## src/rtl/alu_op_dispatcher.sv

```systemverilog
// ---------------------------------------------------------------------------
// alu_op_dispatcher
//
// Upstream command stage for the 8-bit adder/subtractor unit. Commands arrive
// over a valid/ready interface and are queued in a small FIFO. One command at
// a time is issued to the unit: Opcode/A/B are driven and Select enables the
// unit for HOLD_CYCLES clock edges. The unit's registered result and flag are
// then captured and offered over a second valid/ready interface. The next
// command is popped only after that response has been accepted.
//
// Parameters
//   DEPTH        command FIFO entries (power of two, >= 2)
//   HOLD_CYCLES  edges for which operands/Select are held before capture (>= 1)
//   UNIT_SEL     Select code that enables the adder/subtractor
//
// Ports
//   Clk, Reset            rising-edge clock, asynchronous active-high reset
//   cmd_valid/cmd_ready   command handshake; cmd_ready is combinational from
//                         the FIFO occupancy (no bypass when full)
//   cmd_opcode/a/b        command payload
//   Opcode/A/B/Select     drive to the unit; Select is UNIT_SEL while issuing
//   Unit_Result/Unit_Flag unit result register and "op supported" flag
//   rsp_valid/rsp_ready   response handshake
//   rsp_result/opcode     captured result and the opcode it belongs to
//   rsp_error             ~Unit_Flag at capture time
//   busy                  FSM is not idle
//   cmd_count             FIFO occupancy
// ---------------------------------------------------------------------------
module alu_op_dispatcher #(
  parameter int         DEPTH       = 4,
  parameter int         HOLD_CYCLES = 2,
  parameter logic [2:0] UNIT_SEL    = 3'b001
) (
  input  logic                     Clk,
  input  logic                     Reset,
  // command interface
  input  logic                     cmd_valid,
  output logic                     cmd_ready,
  input  logic [3:0]               cmd_opcode,
  input  logic [7:0]               cmd_a,
  input  logic [7:0]               cmd_b,
  // unit interface
  output logic [3:0]               Opcode,
  output logic [7:0]               A,
  output logic [7:0]               B,
  output logic [2:0]               Select,
  input  logic [7:0]               Unit_Result,
  input  logic                     Unit_Flag,
  // response interface
  output logic                     rsp_valid,
  input  logic                     rsp_ready,
  output logic [7:0]               rsp_result,
  output logic [3:0]               rsp_opcode,
  output logic                     rsp_error,
  // status
  output logic                     busy,
  output logic [$clog2(DEPTH):0]   cmd_count
);

  localparam int PTR_W   = $clog2(DEPTH);
  localparam int CNT_W   = PTR_W + 1;
  localparam int ENTRY_W = 4 + 8 + 8;
  // Counter only needs to reach HOLD_CYCLES-1; keep at least one bit.
  localparam int HOLD_W  = (HOLD_CYCLES > 1) ? $clog2(HOLD_CYCLES) : 1;
  localparam logic [HOLD_W-1:0] HOLD_LAST = HOLD_W'(HOLD_CYCLES - 1);
  localparam logic [CNT_W-1:0]  FULL_CNT  = CNT_W'(DEPTH);

  typedef enum logic [1:0] {
    IDLE    = 2'd0,
    ISSUE   = 2'd1,
    CAPTURE = 2'd2,
    RESPOND = 2'd3
  } state_t;

  // -------------------------------------------------------------------------
  // Command FIFO
  // -------------------------------------------------------------------------
  logic [ENTRY_W-1:0] fifo_mem [DEPTH];
  logic [PTR_W-1:0]   wr_ptr_reg;
  logic [PTR_W-1:0]   rd_ptr_reg;
  logic [CNT_W-1:0]   count_reg;

  logic               push;
  logic               pop;
  logic [ENTRY_W-1:0] head_entry;
  logic [3:0]         head_opcode;
  logic [7:0]         head_a;
  logic [7:0]         head_b;

  state_t             state_reg;
  state_t             state_next;

  // Full blocks a push even if the FSM pops in the same cycle: ready depends
  // only on the registered count, never on the pop decision.
  assign cmd_ready = (count_reg < FULL_CNT);
  assign push      = cmd_valid && cmd_ready;
  assign pop       = (state_reg == IDLE) && (count_reg != '0);

  // Payload storage carries no reset; only pointers and count define contents.
  always_ff @(posedge Clk) begin
    if (push) begin
      fifo_mem[wr_ptr_reg] <= {cmd_opcode, cmd_a, cmd_b};
    end
  end

  // The head is read combinationally so the pop edge can load the unit
  // operands directly.
  assign head_entry  = fifo_mem[rd_ptr_reg];
  assign head_opcode = head_entry[19:16];
  assign head_a      = head_entry[15:8];
  assign head_b      = head_entry[7:0];

  // Pointers wrap naturally because DEPTH is a power of two.
  always_ff @(posedge Clk or posedge Reset) begin
    if (Reset) begin
      wr_ptr_reg <= '0;
      rd_ptr_reg <= '0;
      count_reg  <= '0;
    end else begin
      if (push) begin
        wr_ptr_reg <= wr_ptr_reg + 1'b1;
      end
      if (pop) begin
        rd_ptr_reg <= rd_ptr_reg + 1'b1;
      end
      case ({push, pop})
        2'b10:   count_reg <= count_reg + 1'b1;
        2'b01:   count_reg <= count_reg - 1'b1;
        default: count_reg <= count_reg;
      endcase
    end
  end

  // -------------------------------------------------------------------------
  // Issue / capture / respond FSM
  // -------------------------------------------------------------------------
  logic [HOLD_W-1:0] hold_reg,       hold_next;
  logic [3:0]        opcode_reg,     opcode_next;
  logic [7:0]        a_reg,          a_next;
  logic [7:0]        b_reg,          b_next;
  logic [2:0]        select_reg,     select_next;
  logic              rsp_valid_reg,  rsp_valid_next;
  logic [7:0]        rsp_result_reg, rsp_result_next;
  logic [3:0]        rsp_opcode_reg, rsp_opcode_next;
  logic              rsp_error_reg,  rsp_error_next;
  logic              busy_reg,       busy_next;

  always_comb begin
    state_next      = state_reg;
    hold_next       = hold_reg;
    opcode_next     = opcode_reg;
    a_next          = a_reg;
    b_next          = b_reg;
    select_next     = select_reg;
    rsp_valid_next  = rsp_valid_reg;
    rsp_result_next = rsp_result_reg;
    rsp_opcode_next = rsp_opcode_reg;
    rsp_error_next  = rsp_error_reg;

    case (state_reg)
      IDLE: begin
        if (pop) begin
          opcode_next     = head_opcode;
          a_next          = head_a;
          b_next          = head_b;
          rsp_opcode_next = head_opcode;
          select_next     = UNIT_SEL;
          hold_next       = '0;
          state_next      = ISSUE;
        end
      end

      ISSUE: begin
        // The unit registers its result while Select is asserted; after
        // HOLD_CYCLES edges of stable operands the result is settled.
        if (hold_reg == HOLD_LAST) begin
          hold_next  = '0;
          state_next = CAPTURE;
        end else begin
          hold_next  = hold_reg + 1'b1;
        end
      end

      CAPTURE: begin
        rsp_result_next = Unit_Result;
        rsp_error_next  = ~Unit_Flag;
        rsp_valid_next  = 1'b1;
        select_next     = '0;
        state_next      = RESPOND;
      end

      RESPOND: begin
        // Leaving RESPOND on the handshake edge guarantees one handshake per
        // operation even when rsp_ready stays high.
        if (rsp_ready) begin
          rsp_valid_next = 1'b0;
          state_next     = IDLE;
        end
      end

      default: begin
        state_next = IDLE;
      end
    endcase

    // Registered from the next state so busy tracks state_reg exactly.
    busy_next = (state_next != IDLE);
  end

  always_ff @(posedge Clk or posedge Reset) begin
    if (Reset) begin
      state_reg      <= IDLE;
      hold_reg       <= '0;
      opcode_reg     <= '0;
      a_reg          <= '0;
      b_reg          <= '0;
      select_reg     <= '0;
      rsp_valid_reg  <= 1'b0;
      rsp_result_reg <= '0;
      rsp_opcode_reg <= '0;
      rsp_error_reg  <= 1'b0;
      busy_reg       <= 1'b0;
    end else begin
      state_reg      <= state_next;
      hold_reg       <= hold_next;
      opcode_reg     <= opcode_next;
      a_reg          <= a_next;
      b_reg          <= b_next;
      select_reg     <= select_next;
      rsp_valid_reg  <= rsp_valid_next;
      rsp_result_reg <= rsp_result_next;
      rsp_opcode_reg <= rsp_opcode_next;
      rsp_error_reg  <= rsp_error_next;
      busy_reg       <= busy_next;
    end
  end

  // -------------------------------------------------------------------------
  // Outputs
  // -------------------------------------------------------------------------
  assign Opcode     = opcode_reg;
  assign A          = a_reg;
  assign B          = b_reg;
  assign Select     = select_reg;
  assign rsp_valid  = rsp_valid_reg;
  assign rsp_result = rsp_result_reg;
  assign rsp_opcode = rsp_opcode_reg;
  assign rsp_error  = rsp_error_reg;
  assign busy       = busy_reg;
  assign cmd_count  = count_reg;

endmodule

```

## config.mk

```make
export PLATFORM = sky130hd
export DESIGN_NAME = alu_op_dispatcher
export DESIGN_NICKNAME = d
export VERILOG_FILES = /design/src/rtl/alu_op_dispatcher.sv
export SDC_FILE = /design/constraint.sdc
export NUM_CORES = 1
export LEC_CHECK = 0
export CORE_MARGIN = 2
export CORE_UTILIZATION = 55
export DETAILED_ROUTE_END_ITERATION = 8
export PLACE_DENSITY = 0.93
export SLEW_MARGIN = 20
export SYNTH_ARGS = -nofsm -noshare
export SYNTH_HDL_FRONTEND = slang
export SYNTH_SLANG_ARGS = --single-unit
export TNS_END_PERCENT = 20
```

## constraint.sdc

```tcl
create_clock -name Clk -period 6.4 [get_ports Clk]
set_input_delay 1.6 -clock Clk [delete_from_list [all_inputs] [get_ports Clk]]
set_output_delay 1.6 -clock Clk [all_outputs]
set_load 0.05 [all_outputs]
```

### Word level (Yosys, flattened, before mapping)

Memories as Yosys holds them, arrays and structs flattened. A register that Yosys moved wholly into a read port is not among the register bits.
Index checks and enable logic that the tools add are counted.

| word-level totals | value |
|---|---|
| register bits | 24 |
| bits in writable memories | 80 |
| input bits | 33 |
| output and inout bits | 42 |
| word-level logic and storage cells | 52 |
| memories | 1 |

Memory list:

| name | words | bits a word | rd ports | clocked after Yosys merged registers in | write ports | RTL line | source |
|---|---|---|---|---|---|---|---|
| fifo_mem | 4 | 20 | 1 | 1 | 1 | 78 | `logic [ENTRY_W-1:0] fifo_mem [DEPTH];` |

| cells by class | value |
|---|---|
| add/sub/neg operators | 5 |
| magnitude comparators | 1 |
| eq/ne operators | 7 |
| muxes and demuxes | 14 |
| bitwise gates (word level) | 1 |
| reductions and logical operators | 13 |

Operators with widths:

| operator | number |
|---|---|
| 3-bit one-hot mux with 2 select lines | 2 |
| 2-bit nonzero test | 5 |
| 2-bit one-hot mux with 4 select lines | 1 |
| 2-bit AND reduction | 4 |
| 2-bit == test, second input constant | 3 |
| 2-bit 2-to-1 mux | 3 |
| 1-bit 2-to-1 mux | 5 |
| 2-bit by 1-bit adder with 2-bit output, second input constant | 2 |
| 2-bit by 1-bit == test with 1-bit output, second input constant | 2 |
| 2-bit inequality test, second input constant | 2 |
| 1-bit one-hot mux with 2 select lines | 2 |
| 3-bit by 1-bit adder with 3-bit output, second input constant | 1 |
| 3-bit < comparator, second input constant | 1 |
| 3-bit 2-to-1 mux | 1 |
| 3-bit nonzero test | 1 |
| 3-bit by 1-bit subtractor with 3-bit output, second input constant | 1 |
| 1-bit logical AND | 2 |
| 2-bit logical NOT | 1 |
| 1-bit adder, second input constant | 1 |
| 1-bit NOT | 1 |

### Depth between registers and ports, before layout

| depth | value |
|---|---|
| word-level depth | 5 |
| depth in mapped cells | 10 |
| depth with buffers taken out | 9 |

### Worst setup path before layout

Ideal clock, no wire load.

| timing | value |
|---|---|
| path type | input to register |
| from | in cmd_valid |
| to | reg count_reg[2], in the netlist cmd_count[2] |
| library setup time | 139 ps |
| arrival | 2,834 ps |
| required time | 6,261 ps |
| slack | 3,427 ps |
| stages | 9 |
| buffers on the path | 1 |
| cells stage by stage | nor2b_1 clkbuf_1 inv_1 ha_1 inv_1 fa_1 xor2_1 nor2_1 xnor2_1 |

| on the way | value |
|---|---|
| cells in the longest elaborated chain, start to end | 3 |
| elaborated cells between the ends (all ways) | 5 |
| those cells by class | eq/ne: 2; mux: 1; reduce/logical: 2 |

RTL lines:

| what | RTL line | source |
|---|---|---|
| from (decl) | 37 | `input logic cmd_valid,` |
| 1-bit logical AND * | 96 | `assign push = cmd_valid && cmd_ready;` |
| 2-bit by 1-bit == test with 1-bit output or 2-bit == test (tied branches) | 126 | `case ({push, pop})` |
| 3-bit one-hot mux with 2 select lines or 2-bit nonzero test (tied branches) | n/a |  |
| to (signal assigned) | 127 | `2'b10: count_reg <= count_reg + 1'b1;` |
| to (signal assigned) | 128 | `2'b01: count_reg <= count_reg - 1'b1;` |
| to (signal assigned) | 129 | `default: count_reg <= count_reg;` |
| to (decl) | 81 | `logic [CNT_W-1:0] count_reg;` |

Mark *: on every way between the ends. The rest lies on a longest branch, timed or not.
A chain may end at the register's enable or synchronous reset.

### Worst setup path in the final report

| timing | value |
|---|---|
| from | reg count_reg[2], in the netlist cmd_count[2] |
| to | out cmd_ready |

| on the way | value |
|---|---|
| cells in the longest elaborated chain, start to end | 1 |

RTL lines:

| what | RTL line | source |
|---|---|---|
| 3-bit < comparator | 95 | `assign cmd_ready = (count_reg < FULL_CNT);` |
| to (decl) | 38 | `output logic cmd_ready,` |

Every way passes these cells.

==> flow_metrics.py <==
metrics = {
    "detailed_routing": {
        "first_iter_violations": 143,
        "ant_nets": 0,
        "route.met2.wl_mm": 4.719,
        "maxUsedRoutingLayer": "met4",
        "routed_wl_mm": 8.628,
        "vias": 2316,
        "drc": 0,
        "via_per_inst": 5.349,
        "route.met3.wl_um": 487,
        "wl_per_cell_um": 19.93,
        "drt_pass1_iterations": 4,
        "met1_length_mm": 3.282,
    },
    "cells_and_area": {
        "largest_register": "fifo_mem",
        "final_area_um2": 6102,
        "largest_reg_flops": 80,
        "area_growth_pct": 28.78,
        "finalCoreUtilization_pct": 73.53,
        "num-fill-cells": 464,
        "n_antenna_cell": 0,
        "nNetsFinal": 354,
        "drive_gt1_share_pct": 24.39,
        "instances_no_fill": 433,
    },
    "power_and_ir_drop": {
        "intPower_mw": 2.255,
        "p_total_mw": 3.512,
        "p_per_area_nw_per_um2": 575.5,
        "seq_power_share_pct": 34.2,
        "sw_frac_of_total_pct": 35.80,
        "clock_power_share_pct": 26.5,
        "p_leak_nw": 2.292,
        "p_comb_share_pct": 39.4,
        "power_switching_mw": 1.257,
        "max-vdd-ir-drop_v": 0.0002630,
    },
    "sta": {
        "rsz0062_at_grt": "no",
        "finalSetupViolCount": 0,
        "slew_headroom_pct": 30.95,
        "tightest_slew_ns": 1.036,
        "period_needed_ns": 3.411,
        "hold_viol_final": 0,
        "tns_ns": 0,
        "finClkSkew_ns": 0.01060,
        "drv_slew": 0,
        "fmax_ghz": 0.2932,
        "fin_crit_sh_pct": 53.29,
    },
    "floorplanning": {
        "die_area_um2": 9373,
        "rows": 33,
        "die_h_um": 96.82,
        "io_pins": 75,
        "start_util_pct": 57.09,
        "die_x_um": 96.82,
        "core-area_um2": 8299,
    },
    "synthesis": {
        "synthCells": 236,
        "yosysWarningCount": 0,
        "synth-seq-cells": 122,
        "avgSynthCellArea_um2": 20.08,
        "yosysSeqAreaShare_pct": 72.88,
        "synth.area.top_cells": "edfxtp_1 (51%), dfrtp_1 (22%), mux4_2 (8.6%)",
        "syn_area_um2": 4738,
        "synth_edf_count": 80,
        "async_reset_ff_share_pct": 34.43,
        "yosysTopAreaCell": "edfxtp_1",
        "synth_cell_types": 29,
        "synth_top_area_share_pct": 50.70,
        "synthFlopType": "edfxtp_1",
    },
    "worst_setup_path": {
        "critPathArrivalTime_ns": 1.81,
        "critical_path_class": "flop to output port",
        "startpoint_type": "flop",
        "end_kind": "output port",
        "r2r_setup_slack_ns": 3.84,
        "cp_max_fo": 4,
        "required_ns": 4.80,
    },
    "placed_design": {
        "placed_cell_area_um2": 5502,
        "port_buffers": 72,
        "gp_congestion": 0.7300,
        "place_inst": 401,
        "dp_hpwl_mm": 5.273,
    },
    "clocking": {
        "cts_buffer_depth": 2,
        "numCtsBuffers": 17,
        "cts_tree": "yes",
        "clock_sinks": 122,
        "clk_pin_slew_ns": 0.05,
        "cts_hold_buf": 0,
        "clkLatencyLatePin_ns": 0.51,
        "cts_resized": 0,
        "post_cts_buffers": 0,
        "htree_levels": 4,
        "cts-root-buf": "clkbuf_8",
    },
    "outcome": {
        "status": "finished clean",
    },
    "flow_run": {
        "maxCapViolations": 0,
    },
    "global_route": {
        "grt_max_degree": 43,
        "antenna_found_initial": 0,
        "grt_pass1_vias": 2518,
        "gr-total-overflow": 0,
        "grt_use_total_pct": 20.10,
        "grt_pass1_wl_mm": 13.74,
    },
    "worst_hold_path": {
        "hold_class": "flop to flop",
    },
}
## cells in the mapped netlist, types with 2 or more instances
cell,count
nand2_1,2
o21ai_0,4
mux4_1,2
and2_1,4
dfrtp_1,42
clkbuf_1,2
xnor2_1,6
mux2i_1,2
buf_4,8
mux4_2,18
mux2_4,18
buf_2,2
nor2_1,4
a21oi_1,2
edfxtp_1,80
buf_6,2
ha_1,5
mux2_2,10
nor2b_1,3
inv_1,11
## kinds of logic (layout without fill, tap and decap cells)
kind of cell	after synthesis	in the layout	synth area share [%]
other	1	2	0.07914
muxes	50	50	18.17
and+or+nand+nor	17	17	1.980
buffers and inverters	26	117	3.063
AOI/OAI and AO/OA	7	7	0.7923
adders and majority gates	6	6	1.743
xor gates and xnor gates	7	7	1.294
DFF	122	122	72.88
## worst max-delay path, stage by stage, from the launching register on
cell and delay, ns:
dfrtp_1 0.40, inv_1 0.10, clkdlybuf4s50_1 0.80
## power by group through the flow
stage,Clock [mW],Sequential (mW),Combinational [mW]
after floorplan,0,1.56,0.646
after global placement,0,1.19,1.35
after detailed placement,0,1.21,1.39
after CTS,0.943,1.20,1.41
after global routing,0.978,1.23,1.46
final,0.930,1.20,1.38
## path summary, 6_finish.rpt
path,startpoint,end,cells after the start
worst max-delay path,cmd_count[2]$_DFFE_PP0P_,cmd_ready,2
worst min-delay path,rsp_valid$_DFFE_PP0P_,rsp_valid$_DFFE_PP0P_,1
worst max register to register,state_reg[1]$_DFF_PP0_,cmd_count[2]$_DFFE_PP0P_,9
worst min register to register,rsp_valid$_DFFE_PP0P_,rsp_valid$_DFFE_PP0P_,1
max in group asynchronous,Reset,wr_ptr_reg[1]$_DFFE_PP0P_,2
min in group asynchronous,Reset,rsp_result[5]$_DFFE_PP0P_,2
## cells in the final DEF, fill, tap and decap left out, types with 2 or more instances in the layout
master           synthesis  final
conb_1                   1      2
clkinv_4                 0      2
mux4_1                   2      2
a21oi_1                  2      2
edfxtp_1                80     80
and2_1                   4      4
mux2_2                  10     10
inv_1                   11     10
clkbuf_16                0     19
o21ai_0                  4      4
mux2i_1                  2      2
nand2_1                  2      2
clkinv_2                 0      3
nor2_1                   4      4
mux4_2                  18     18
ha_1                     5      5
dfrtp_1                 42     42
clkdlybuf4s50_1          0     72
xnor2_1                  6      6
clkbuf_8                 0      3
inv_2                    1      2
mux2_4                  18     18
nor2b_1                  3      3
## through the flow
step / worst slack, ns / hold slack [ns]
2_1_floorplan: 3.427 / 0.5299
6_report: 2.989 / 0.4827
3_3_place_gp: 2.724 / 0.4639
3_5_place_dp: 2.630 / 0.4668
5_1_grt: 2.922 / 0.5281
4_1_cts: 2.962 / 0.4789
## layer usage
metal / vias up / GRT usage [%]
met5: - / 0
met4: 0 / 9.209
met3: 13 / 5.708
met2: 99 / 33.97
met1: 1162 / 24.06
li1: 1042 / -
## cell type report
type | instances | area, um^2 | share of cell area (%)
Clock inverter | 9 | 80.08 | 1.312
Clock buffer | 23 | 520.5 | 8.530
Multi-Input combinational cell | 89 | 1144 | 18.74
Tap cell | 105 | 131.4 | 2.153
Sequential cell | 122 | 3453 | 56.59
Timing Repair Buffer | 73 | 728.2 | 11.93
Inverter | 12 | 45.04 | 0.7382
Power figures use the tool's default switching activity.
